$ cat src/rtl/sar_comp_ctrl.sv
// Successive-approximation controller: binary-searches the hidden b operand of an
// external combinational comparator, MSB first, one trial bit per clock.
module sar_comp_ctrl #(
  parameter int WIDTH = 8
) (
  input  logic             clk,
  input  logic             rst,
  input  logic             start,
  output logic [WIDTH-1:0] a,
  input  logic             l,
  input  logic             e,
  input  logic             g,
  output logic             busy,
  output logic             done,
  output logic [WIDTH-1:0] result,
  output logic             exact,
  output logic             err
);

  localparam int IW = (WIDTH > 1) ? $clog2(WIDTH) : 1;
  localparam logic [WIDTH-1:0] ONE_W = {{(WIDTH-1){1'b0}}, 1'b1};
  localparam logic [WIDTH-1:0] MSB_W = ONE_W << (WIDTH - 1);

  typedef enum logic [1:0] {
    IDLE   = 2'd0,
    SEARCH = 2'd1,
    DONE   = 2'd2
  } state_t;

  state_t           state_r, state_s;
  logic [WIDTH-1:0] acc_r, acc_s, acc_upd_s;
  logic [IW-1:0]    idx_r, idx_s;
  logic [WIDTH-1:0] a_r, a_s;
  logic [WIDTH-1:0] result_r, result_s;
  logic             exact_r, exact_s;
  logic             err_r, err_s;
  logic             busy_r, busy_s;
  logic             done_r, done_s;
  logic [WIDTH-1:0] trial_bit_s;

  // State and datapath registers; every output is a flop so a is glitch-free.
  always_ff @(posedge clk) begin
    if (rst) begin
      state_r  <= IDLE;
      acc_r    <= {WIDTH{1'b0}};
      idx_r    <= {IW{1'b0}};
      a_r      <= {WIDTH{1'b0}};
      result_r <= {WIDTH{1'b0}};
      exact_r  <= 1'b0;
      err_r    <= 1'b0;
      busy_r   <= 1'b0;
      done_r   <= 1'b0;
    end else begin
      state_r  <= state_s;
      acc_r    <= acc_s;
      idx_r    <= idx_s;
      a_r      <= a_s;
      result_r <= result_s;
      exact_r  <= exact_s;
      err_r    <= err_s;
      busy_r   <= busy_s;
      done_r   <= done_s;
    end
  end

  // Next-state, next-trial and result logic; busy/done/a are computed for the coming state.
  always_comb begin
    state_s     = state_r;
    acc_s       = acc_r;
    idx_s       = idx_r;
    a_s         = {WIDTH{1'b0}};
    result_s    = result_r;
    exact_s     = exact_r;
    err_s       = err_r;
    busy_s      = 1'b0;
    done_s      = 1'b0;
    trial_bit_s = ONE_W << idx_r;
    acc_upd_s   = l ? (acc_r | trial_bit_s) : acc_r;

    case (state_r)
      IDLE: begin
        if (start) begin
          state_s = SEARCH;
          acc_s   = {WIDTH{1'b0}};
          idx_s   = IW'(WIDTH - 1);
          exact_s = 1'b0;
          err_s   = 1'b0;
          a_s     = MSB_W;
          busy_s  = 1'b1;
        end else begin
          state_s = IDLE;
        end
      end
      SEARCH: begin
        if (!$onehot({l, e, g})) begin
          // Contradictory comparator response: abort without a usable result.
          state_s  = DONE;
          err_s    = 1'b1;
          exact_s  = 1'b0;
          result_s = {WIDTH{1'b0}};
          done_s   = 1'b1;
        end else if (e) begin
          state_s  = DONE;
          result_s = a_r;
          exact_s  = 1'b1;
          done_s   = 1'b1;
        end else if (idx_r == {IW{1'b0}}) begin
          state_s  = DONE;
          acc_s    = acc_upd_s;
          result_s = acc_upd_s;
          exact_s  = 1'b0;
          done_s   = 1'b1;
        end else begin
          acc_s  = acc_upd_s;
          idx_s  = idx_r - {{(IW-1){1'b0}}, 1'b1};
          a_s    = acc_upd_s | (trial_bit_s >> 1);
          busy_s = 1'b1;
        end
      end
      DONE: begin
        state_s = IDLE;
      end
      default: begin
        state_s = IDLE;
      end
    endcase
  end

  assign a      = a_r;
  assign busy   = busy_r;
  assign done   = done_r;
  assign result = result_r;
  assign exact  = exact_r;
  assign err    = err_r;

endmodule

$ cat config.mk
export PLATFORM = sky130hd
export DESIGN_NAME = sar_comp_ctrl
export DESIGN_NICKNAME = d
export VERILOG_FILES = /design/src/rtl/sar_comp_ctrl.sv
export SDC_FILE = /design/constraint.sdc
export NUM_CORES = 1
export LEC_CHECK = 0
export ABC_AREA = 1
export ABC_CLOCK_PERIOD_IN_PS = 2600
export CORE_UTILIZATION = 52
export DETAILED_ROUTE_END_ITERATION = 8
export PLACE_DENSITY = 0.85
export SLEW_MARGIN = 20
export SYNTH_ARGS = -nofsm -noshare
export SYNTH_HDL_FRONTEND = slang
export SYNTH_SLANG_ARGS = --single-unit
$ cat constraint.sdc
create_clock -name clk -period 2.6 [get_ports clk]
set_clock_uncertainty 0.2 [all_clocks]
set_input_delay 0.52 -clock clk [delete_from_list [all_inputs] [get_ports clk]]
set_output_delay 0.52 -clock clk [all_outputs]
set_load 0.005 [all_outputs]
Word-level counts from Yosys, hierarchy flattened. Index checks and enable logic that the tools add are counted.

Bits in registers: 33. Bits in latches: 0. Bits in writable memories: 0. Bits in read-only memories: 0. Bits of input ports: 6. Output and inout port bits: 20. Memories: 0.

$add $sub $neg: 3. Multiply operators: 0. Divide/modulo/power cells: 0. $lt $le $gt $ge: 0. Eq/ne operators: 9. Shift-type cells: 1. Mux-type cells: 38. Bitwise operators: 3. Reductions and logical operators: 9.

Operator list (count): $mux 8 (11); $pmux 8 s2 (2); $mux 1 (13); $mux 3 (4); $ne 2x2->1 const B (5); $or 8x7->8 (1); $or 8x8->8 (1); $shl 1x3->8 const A (1); $mux 2 (3); $pmux 1 s2 (3); $pmux 3 s2 (1); $reduce_and 3->1 (2); $reduce_and 5->1 (1); $eq 2x1->1 const B (2); $ne 4x4->1 const B (1); $pmux 2 s2 (1); $reduce_and 4->1 (1); $logic_not 3->1 (1); $ne 3x2->1 const B (1); $sub 3x1->3 const B (1); $add 1x1->2 (1); $add 2x1->2 (1); $logic_not 2->1 (1); $reduce_and 2->1 (1); 3 further kinds (3).

Longest topological paths before layout. Gate-level depths: netlist (run 1).

Depth after elaboration: 8. Depth in mapped cells: 11. Depth with buffers taken out: 10.

Worst setup path after synthesis (run 1). OpenSTA, ideal clock, no wires.

Path type: input to register. Start: in l. End: reg result_r[1], in the netlist result[1]. Setup time: 0.113 ns. Data arrival time: 1.778 ns. Required time: 2.287 ns. Slack: 0.509 ns. Cell stages on the path: 9. Path through: fa_1 nand2_2 nor2_8 nand2_4 nand2_2 buf_6 nand2_1 nand2_1 nor2_1.

Cells in the longest elaborated chain, start to end: 4. Elaborated cells on any way between the ends: 8.

RTL lines: from (decl) (RTL line 10) `input logic l,`; $add 2x1->2 (implied by the code) or $mux 8 (tied branches) (RTL line 95, 78); $eq 2x1->1 or $mux 8 (tied branches) (RTL line 95, 107); $ne 3x2->1 (no source line) or $mux 8 (tied branches); $reduce_and 2->1 (no source line) or $mux 8 (tied branches); to (signal assigned) (RTL line 48) `result_r <= {WIDTH{1'b0}};`; to (signal assigned) (RTL line 58) `result_r <= result_s;`; to (decl) (RTL line 34) `logic [WIDTH-1:0] result_r, result_s;`.

Several ways; a longest one is shown, not always the timed one. The select of a mux whose other input is x is not followed. A chain may end at the register's enable or synchronous reset.

Worst setup path after layout (run 1). Same ends and word-level chain as after synthesis.

==> results of run 1 <==
worst max-delay path, stage by stage:
cell             delay, ps
clkdlybuf4s50_1        450
fa_1                   580
nand2_2                100
nor2_8                 160
nand2_4                 60
nand2_2                200
nand2_1                 90
nand2_1                 70
nor2_1                  30
final timing paths:
| check | endpoint | slack, ps | depth (start not counted) |
|---|---|---|---|
| worst min register to register | acc_r[4]$_SDFFE_PP0P_ | 260 | 2 |
| worst max register to register | result[1]$_SDFFE_PP0P_ | 830 | 10 |
| worst min-delay path | acc_r[4]$_SDFFE_PP0P_ | 260 | 2 |
| worst max-delay path | result[1]$_SDFFE_PP0P_ | 370 | 9 |
registers in the layout, summed over array words and instances, names as in the netlist, 2 cells and up:
name	count
a	8
acc_r	8
result	8
idx_r	3
state_r	2
cell usage in the layout, fill, tap and decap left out, types with 2 or more instances in the layout:
cell type         n
o21ai_0           3
inv_2             4
clkdlybuf4s50_1  25
a211oi_1          4
clkbuf_4          5
dfxtp_1          33
nand2_1          55
nor2_1           35
inv_1            32
nand2_2           3
clkinv_2          2
a21oi_1          14
nand3_1          18
ha_1              5
buf_4             7
nand3_2           2
power by group through the flow:
| stage | combinational [mW] | clock (mW) | sequential, mW |
|---|---|---|---|
| 2_1_floorplan | 0.133 | 0 | 0.551 |
| 5_1_grt | 0.223 | 0.296 | 0.546 |
| 4_1_cts | 0.198 | 0.277 | 0.543 |
| 3_5_place_dp | 0.198 | 0 | 0.555 |
| 6_report | 0.199 | 0.277 | 0.543 |
| 3_3_place_gp | 0.193 | 0 | 0.554 |
Yosys cell counts (all sizes together):
| cell | number |
|---|---|
| nand2 | 59 |
| nor2 | 38 |
| inv | 36 |
| dfxtp | 33 |
| nand3 | 20 |
| a21oi | 14 |
| ha | 5 |
| a211oi | 4 |
| buf | 3 |
| clkbuf | 3 |
| o21ai | 3 |
| and2 | 1 |
| fa | 1 |
| nand4 | 1 |
| o21a | 1 |
| or2 | 1 |
area by class of cell:
type | instances | area share
clock buffer | 6 | 0.0214
inverter | 36 | 0.0701
multi-input combinational | 148 | 0.384
timing repair buffer | 32 | 0.157
sequential | 33 | 0.343
clock inverter | 2 | 0.00519
tap | 31 | 0.0201
through the flow:
step,power [mW],std cells,hold slack (ps),cell area (sq um),util
after CTS,1.02,288,257,1930,0.687
final,1.02,288,255,1930,0.687
after global routing,1.07,288,282,1930,0.687
after detailed placement,0.753,280,244,1880,0.669
after floorplan,0.684,223,227,1570,-
after global placement,0.747,280,236,1880,0.669
cell families (layout without fill, tap and decap cells):
logic type / after synthesis / count (layout) / share of synthesized area
AO/OA/AOI/OAI: 22 / 22 / 0.0779
AND/OR/NAND/NOR: 120 / 120 / 0.339
buffers and inverters: 42 / 76 / 0.110
flip-flops: 33 / 33 / 0.420
adder cells (fa/ha/maj): 6 / 6 / 0.0525
routing by layer:
layer	wire length (um)	share of wire	up-vias	GRT usage
met4	54	0.017	0	0.0801
met5	0	0	-	0
met1	1480	0.46	620	0.269
li1	-	-	750	-
met3	154	0.048	8	0.0635
met2	1500	0.47	38	0.378
==> metrics.csv, run 1 <==
stage,metric,value,unit
power_and_ir_drop,share of total power in the clock network,0.272,
timing,ratio of final minimum period to clock period,0.857,
timing,setup TNS,0,ps
floorplanning,die area,3250,sq um
timing,RSZ-0062 raised after global routing,false,
run_status,status,finished with violations,
hold_path,hold wc startpoint,acc_r[4]$_SDFFE_PP0P_,
timing,"Setup violations, final",0,
power_and_ir_drop,Pwr Density,529,nW/um^2
timing,"Slew Viols, Final",0,
global_route,initial antenna violation count,0,
clock_network,clock root cell,clkbuf_4,
power_and_ir_drop,combinational power share,0.195,
floorplanning,core area,2810,sq um
clock_network,worst-skew pair later-pin latency,330,ps
run_status,failing checks,DRC,
placement,Post-Place Setup Slack,-5.29,ps
cells_and_area,Syn-to-layout area delta,22.5,%
synthesis,post-synthesis net count,235,
power_and_ir_drop,VDD IR-drop max,0.407,mV
synthesis,synthesis warning total,0,
cells_and_area,antenna cells,0,
clock_network,Post-CTS Setup Bufs,0,
routing,via/cell ratio,4.92,
placement,Port Buffers,25,
routing,# DRC,6,
hold_path,worst hold path type,reg2reg,
clock_network,clock buffer depth,2,
clock_network,cts-stage hold buffer count,0,
synthesis,Synth top area share,0.420,
clock_network,# resized after CTS,0,
global_route,Congestion Overflow GR,0,
global_route,global-route wire length before repair,5.55,mm
cells_and_area,Multi-input gate area,739,sq um
synthesis,Synth cell types,24,
routing,Iter 0 DRT Violations,93,
floorplanning,num rows,19,
routing,WL final,3.19,mm
timing,fin crit period,2230,ps
worst_setup_path,Worst Path Arrival,2270,ps
cells_and_area,fraction of layout cells with a size suffix above 1,0.109,
synthesis,post-synthesis cell count,223,
cells_and_area,final net count,268,
synthesis,Seq cells post-synth,33,
global_route,maximum number of pins on one net before global-route repair,15,
cells_and_area,fill count,255,
timing,Final WS setup,373,ps
placement,HPWL Detailed,2.41,mm
worst_setup_path,Critical Path RT,2640,ps
synthesis,synthesized area,1570,sq um
power_and_ir_drop,Net Switching,304,uW
floorplanning,initial core utilization,0.561,
power_and_ir_drop,Reg power frac,0.533,
placement,gpl congestion,0.846,
timing,Slew Limit Headroom,0.725,
clock_network,CTS buffer count,5,
clock_network,H-tree Lvls,2,
timing,fmax,0.449,GHz
global_route,vias in the first global route,1315,
worst_setup_path,worst-path maximum fanout,14,
routing,post-route ant nets,0,
power_and_ir_drop,Pleak,0.897,nW
power_and_ir_drop,internal power,716,uW
routing,Vias,1416,
power_and_ir_drop,switching share of power,0.298,
worst_setup_path,start point of the critical path,l,
synthesis,Area contributors post-synth,"dfxtp_1, nand2_1, nor2_1",
floorplanning,die height,57.0,um
worst_setup_path,critical path launch point type,input port,
job,Max-Cap Viols,0,
worst_setup_path,Setup CP Type,in2reg,
clock_network,CTS tree,yes,
timing,Worst-Margin Slew,412,ps
global_route,GRT Util Overall,0.222,
synthesis,average cell area after synthesis,7.06,sq um
floorplanning,I/O pins,26,
floorplanning,Die X,57.0,um
clock_network,Clock Sinks,33,
cells_and_area,sequential cell area,661,sq um
routing,DR WL/cell,11.1,um
clock_network,clock transition at the registers of the reported paths,100,ps
routing,drt pass-1 iters,6,
timing,"Hold Vio Cnt, Final",0,
synthesis,sequential fraction of the synthesis area,0.420,
synthesis,dominant cell type by area after synthesis,dfxtp_1,
worst_setup_path,Setup crit end kind,flip-flop,
worst_setup_path,worst r2r src,idx_r[0]$_SDFFE_PP0P_,
(Power assumes the default switching activity.)
==> run 2, diff against run 1 <==
CAP_MARGIN = 20   (was default)
CORE_MARGIN = 8   (was default)
==> metrics.csv, run 2 (synthesized netlist as in run 1, its figures left out) <==
stage,metric,value,unit,change
worst_setup_path,Setup crit end kind,flip-flop,,unchanged
timing,fin crit period,2240,ps,was 2230 ps
floorplanning,die area,5040,sq um,was 3250 sq um
placement,placed cell area,1880,sq um,about the same
worst_setup_path,Critical Path RT,2640,ps,about the same
power_and_ir_drop,share of total power in the clock network,0.275,,was 0.272
placement,Port Buffers,25,,unchanged
cells_and_area,Syn-to-layout area delta,22.7,%,was 22.5%
placement,gpl congestion,0.829,,was 0.846
global_route,vias in the first global route,1300,,"was 1,315"
timing,Slew Limit Headroom,0.729,,was 0.725
power_and_ir_drop,VDD IR-drop max,0.305,mV,was 0.407 mV
worst_setup_path,Slowest Stage Delay on Critical Path,580,ps,about the same
power_and_ir_drop,Pwr Density,530,nW/um^2,was 529 nW/um^2
worst_setup_path,Setup CP Type,in2reg,,unchanged
clock_network,cts-stage hold buffer count,0,,unchanged
cells_and_area,"commonest non-fill, non-tap cell in the layout",nand2_1,,unchanged
worst_setup_path,cell depth of the worst flop-to-flop path,9,,was 10
clock_network,# resized after CTS,0,,unchanged
clock_network,worst-skew pair later-pin latency,340,ps,was 330 ps
floorplanning,I/O pins,26,,unchanged
cells_and_area,sequential cell area,661,sq um,unchanged
clock_network,H-tree Lvls,2,,unchanged
worst_setup_path,Worst path depth,9,,unchanged
hold_path,worst hold stages,2,,unchanged
worst_setup_path,Worst Path Arrival,2280,ps,was 2270 ps
timing,Worst-Margin Slew,406,ps,was 412 ps
worst_setup_path,"delay-heaviest family, CP",simple AND/OR/NAND/NOR gates,,unchanged
routing,drt pass-1 iters,5,,was 6
cells_and_area,fill count,266,,was 255
power_and_ir_drop,internal power,715,uW,was 716 uW
cells_and_area,most frequent cells in the layout,"nand2_1, nor2_1, dfxtp_1",,unchanged
cells_and_area,fin area,1930,sq um,about the same
run_status,status,"complete, no violations",,was finished with violations
job,Max-Cap Viols,0,,unchanged
cells_and_area,final net count,268,,unchanged
clock_network,CTS buffer count,5,,unchanged
worst_setup_path,worst-path maximum fanout,14,,unchanged
worst_setup_path,highest-delay cell along the critical path,fa_1,,unchanged
worst_setup_path,WP buf/inv,1,,unchanged
clock_network,CTS tree,yes,,unchanged
timing,"Setup violations, final",0,,unchanged
cells_and_area,Final Util,0.654,,was 0.687
routing,Vias,1442,,"was 1,416"
power_and_ir_drop,combinational power share,0.195,,about the same
power_and_ir_drop,Net Switching,309,uW,was 304 uW
power_and_ir_drop,Pleak,0.897,nW,unchanged
routing,DR WL/cell,11.5,um,was 11.1 um
routing,Iter 0 DRT Violations,67,,was 93
placement,HPWL Detailed,2.50,mm,was 2.41 mm
power_and_ir_drop,Reg power frac,0.530,,was 0.533
floorplanning,num rows,20,,was 19
clock_network,clock root cell,clkbuf_4,,unchanged
timing,RSZ-0062 raised after global routing,false,,unchanged
clock_network,clock transition at the registers of the reported paths,110,ps,was 100 ps
routing,# DRC,0,,was 6
global_route,Congestion Overflow GR,0,,unchanged
timing,"Slew Viols, Final",0,,unchanged
hold_path,worst hold path type,reg2reg,,unchanged
floorplanning,die height,71.0,um,was 57.0 um
clock_network,clock buffer depth,2,,unchanged
floorplanning,Die X,71.0,um,was 57.0 um
routing,WL final,3.34,mm,was 3.19 mm
cells_and_area,Multi-input gate area,739,sq um,unchanged
global_route,initial antenna violation count,0,,unchanged
cells_and_area,antenna cells,0,,unchanged
worst_setup_path,critical path launch point type,input port,,unchanged
global_route,GRT Util Overall,0.140,,was 0.222
clock_network,Clock Sinks,33,,unchanged
timing,fmax,0.446,GHz,was 0.449 GHz
worst_setup_path,CP Cell Sequence,clkdlybuf4s50_1 > fa_1 > nand2_2 > nor2_8 > nand2_4 > nand2_2 > nand2_1 > nand2_1 > nor2_1,,unchanged
clock_network,Post-CTS Setup Bufs,0,,unchanged
global_route,maximum number of pins on one net before global-route repair,15,,unchanged
routing,post-route ant nets,0,,unchanged
routing,via/cell ratio,4.97,,was 4.92
cells_and_area,fraction of layout cells with a size suffix above 1,0.109,,unchanged
global_route,global-route wire length before repair,5.73,mm,was 5.55 mm
timing,"Hold Vio Cnt, Final",0,,unchanged
power_and_ir_drop,switching share of power,0.301,,was 0.298
timing,ratio of final minimum period to clock period,0.862,,was 0.857
floorplanning,core area,2950,sq um,was 2810 sq um
floorplanning,initial core utilization,0.533,,was 0.561
==> run 2: cell counts in the layout (fill, tap and decap cells not counted) <==
Identical to the previous run, type by type.
==> run 2: cell type report <==
| cell class | instances | area share |
|---|---|---|
| Multi-Input combinational cell | 148 | 0.383 |
| Sequential cell | 33 | 0.342 |
| Timing Repair Buffer | 32 | 0.157 |
| Inverter | 36 | 0.0700 |
| Clock buffer | 6 | 0.0214 |
| Tap cell | 33 | 0.0214 |
| Clock inverter | 2 | 0.00518 |
==> run 2: power groups by stage <==
| stage | logic, mW | clock network [mW] | registers, mW |
|---|---|---|---|
| final | 0.200 | 0.281 | 0.543 |
| after global placement | 0.195 | 0 | 0.554 |
| after floorplan | 0.133 | 0 | 0.551 |
| after detailed placement | 0.199 | 0 | 0.555 |
| after CTS | 0.200 | 0.284 | 0.543 |
| after global routing | 0.222 | 0.314 | 0.545 |
==> run 2: metrics by stage <==
stage	total power [mW]	hold WS [ps]	worst slack [ps]	setup TNS (ps)	instances
floorplan	0.684	227	509	0	223
global route	1.08	301	238	0	290
finish	1.02	262	359	0	290
detailed placement	0.753	246	-0.596	-0.596	282
CTS	1.03	262	351	0	290
global placement	0.749	238	26.1	0	282
==> run 2: worst register-to-register path, cell delays in order, from the launching register on <==
cell and delay, ps:
dfxtp_1 370, inv_1 120, ha_1 240, inv_1 130, nor2_4 50, nor2_1 150
nand2_1 180, nand2_1 100, nand2_1 60, a21oi_1 130
==> run 2: routing by layer <==
metal | up-vias | GRT usage | share of wire
met3 | 8 | 0.0579 | 0.057
met4 | 0 | 0.0485 | 0.012
met5 | - | 0 | 0
met1 | 650 | 0.161 | 0.47
li1 | 750 | - | -
met2 | 34 | 0.227 | 0.46
==> run 2: path summary, 6_finish.rpt <==
kind	startpoint	slack, ps	end
setup reg to reg	idx_r[0]$_SDFFE_PP0P_	820	exact$_SDFFE_PP0P_
hold reg to reg	acc_r[5]$_SDFFE_PP0P_	260	acc_r[5]$_SDFFE_PP0P_
hold / removal	acc_r[5]$_SDFFE_PP0P_	260	acc_r[5]$_SDFFE_PP0P_
setup / recovery	l	360	result[3]$_SDFFE_PP0P_
==> run 3, diff against run 2 <==
CELL_PAD_IN_SITES_DETAIL_PLACEMENT = 0   (was default)
CELL_PAD_IN_SITES_GLOBAL_PLACEMENT = 1   (was default)
CORE_UTILIZATION = 37   (was 52)
==> metrics.csv, run 3 (synthesized netlist as in run 1, its figures left out) <==
stage,metric,value,unit,change
worst_setup_path,worst r2r src,idx_r[0]$_SDFFE_PP0P_,,unchanged
worst_setup_path,CP Cell Sequence,clkdlybuf4s50_1 > fa_1 > nand2_2 > nor2_8 > nand2_4 > nand2_2 > nand2_1 > nand2_1 > nor2_1,,unchanged
floorplanning,initial core utilization,0.388,,was 0.533
timing,ratio of final minimum period to clock period,0.884,,was 0.862
cells_and_area,"commonest non-fill, non-tap cell in the layout",nand2_1,,unchanged
clock_network,H-tree Lvls,2,,unchanged
cells_and_area,Syn-to-layout area delta,28.1,%,was 22.7%
cells_and_area,final net count,268,,unchanged
timing,RSZ-0062 raised after global routing,false,,unchanged
job,Max-Cap Viols,0,,unchanged
cells_and_area,most frequent cells in the layout,"nand2_1, nor2_1, dfxtp_1",,unchanged
clock_network,worst-skew pair later-pin latency,280,ps,was 340 ps
global_route,maximum number of pins on one net before global-route repair,15,,unchanged
cells_and_area,fill count,392,,was 266
hold_path,hold wc startpoint,acc_r[5]$_SDFFE_PP0P_,,unchanged
global_route,GRT Util Overall,0.114,,was 0.140
clock_network,# resized after CTS,0,,unchanged
floorplanning,die height,81.2,um,was 71.0 um
worst_setup_path,Setup CP Type,in2reg,,unchanged
placement,gpl congestion,0.808,,was 0.829
worst_setup_path,Worst Path Arrival,2280,ps,about the same
global_route,global-route wire length before repair,5.74,mm,was 5.73 mm
worst_setup_path,Setup crit end kind,flip-flop,,unchanged
cells_and_area,antenna cells,0,,unchanged
routing,Vias,1366,,"was 1,442"
clock_network,Post-CTS Setup Bufs,0,,unchanged
routing,post-route ant nets,0,,unchanged
floorplanning,Die X,81.2,um,was 71.0 um
clock_network,Clock Sinks,33,,unchanged
routing,via/cell ratio,4.45,,was 4.97
timing,"Slew Viols, Final",0,,unchanged
clock_network,CTS tree,yes,,unchanged
routing,Iter 0 DRT Violations,112,,was 67
worst_setup_path,start point of the critical path,l,,unchanged
clock_network,CTS buffer count,5,,unchanged
clock_network,cts-stage hold buffer count,0,,unchanged
power_and_ir_drop,Pleak,0.924,nW,was 0.897 nW
clock_network,clock buffer depth,2,,unchanged
global_route,Congestion Overflow GR,0,,unchanged
worst_setup_path,Slowest Stage Delay on Critical Path,590,ps,was 580 ps
worst_setup_path,critical path launch point type,input port,,unchanged
worst_setup_path,highest-delay cell along the critical path,fa_1,,unchanged
placement,Port Buffers,25,,unchanged
routing,drt pass-1 iters,4,,was 5
timing,fmax,0.435,GHz,was 0.446 GHz
run_status,status,"complete, no violations",,unchanged
power_and_ir_drop,VDD IR-drop max,0.300,mV,was 0.305 mV
routing,DR WL/cell,11.3,um,was 11.5 um
clock_network,clock transition at the registers of the reported paths,70,ps,was 110 ps
timing,fin crit period,2300,ps,was 2240 ps
floorplanning,core area,4060,sq um,was 2950 sq um
global_route,initial antenna violation count,0,,unchanged
hold_path,worst hold path type,reg2reg,,unchanged
timing,Slew Limit Headroom,0.719,,was 0.729
global_route,vias in the first global route,1236,,"was 1,300"
floorplanning,I/O pins,26,,unchanged
worst_setup_path,worst-path maximum fanout,14,,unchanged
timing,"Hold Vio Cnt, Final",0,,unchanged
cells_and_area,fraction of layout cells with a size suffix above 1,0.109,,unchanged
clock_network,clock root cell,clkbuf_8,,was clkbuf_4
timing,"Setup violations, final",0,,unchanged
timing,Final WS setup,303,ps,was 359 ps
routing,# DRC,0,,unchanged
routing,WL final,3.47,mm,was 3.34 mm
floorplanning,die area,6600,sq um,was 5040 sq um
placement,Post-Place Setup Slack,-11.7,ps,was -0.596 ps
power_and_ir_drop,Pwr Density,616,nW/um^2,was 530 nW/um^2
floorplanning,num rows,23,,was 20
timing,Worst-Margin Slew,421,ps,was 406 ps
timing,setup TNS,0,ps,unchanged
power_and_ir_drop,Power Total,1.24,mW,was 1.02 mW
worst_setup_path,Critical Path RT,2590,ps,was 2640 ps
placement,HPWL Detailed,2.65,mm,was 2.50 mm
run 3: changes by cell type in the layout (fill, tap and decap cells not counted):
cell / previous run / this run
clkbuf_4: 5 / 0
clkinv_2: 2 / 0
clkbuf_8: 0 / 6
bufinv_16: 0 / 1
run 3: worst paths after layout:
path                                 end  slack (ps)  cells after the start
setup / recovery  result[7]$_SDFFE_PP0P_         300                      9
hold / removal     acc_r[5]$_SDFFE_PP0P_         250                      2
setup reg to reg   idx_r[2]$_SDFFE_PP0P_         830                      9
hold reg to reg    acc_r[5]$_SDFFE_PP0P_         250                      2
run 3: worst max-delay path, delay by kind of cell:
family,cells,cell delay [ps]
and+or+nand+nor,7,710
adders and majority gates,1,590
buffers and inverters,1,450
run 3: area by class of cell:
cell class	instances	area, sq um	share of cell area
Clock buffer	7	86.3	0.0428
Clock inverter	1	30.0	0.0149
Inverter	36	135	0.0670
Multi-Input combinational cell	148	739	0.367
Sequential cell	33	661	0.328
Tap cell	50	62.6	0.0310
Timing Repair Buffer	32	303	0.150
run 3: metrics by stage:
step	hold slack (ps)	area [sq um]	utilization	cells
final	253	2020	0.497	307
after CTS	254	2020	0.497	307
after global routing	277	2020	0.497	307
after global placement	240	1900	0.468	299
after floorplan	227	1570	-	223
after detailed placement	244	1900	0.468	299
run 3: routing by layer:
layer | vias to the layer above | global-route usage | part of all wire
li1 | 744 | - | -
met1 | 596 | 0.137 | 0.48
met2 | 22 | 0.180 | 0.44
met3 | 4 | 0.0397 | 0.063
met4 | 0 | 0.0482 | 0.015
met5 | - | 0 | 0
run 3: where the power goes:
group          internal [mW]  total [mW]  switching, mW
clock                  0.312       0.503          0.190
sequential             0.528       0.543         0.0155
combinational         0.0842       0.197          0.112
total                  0.924        1.24          0.318
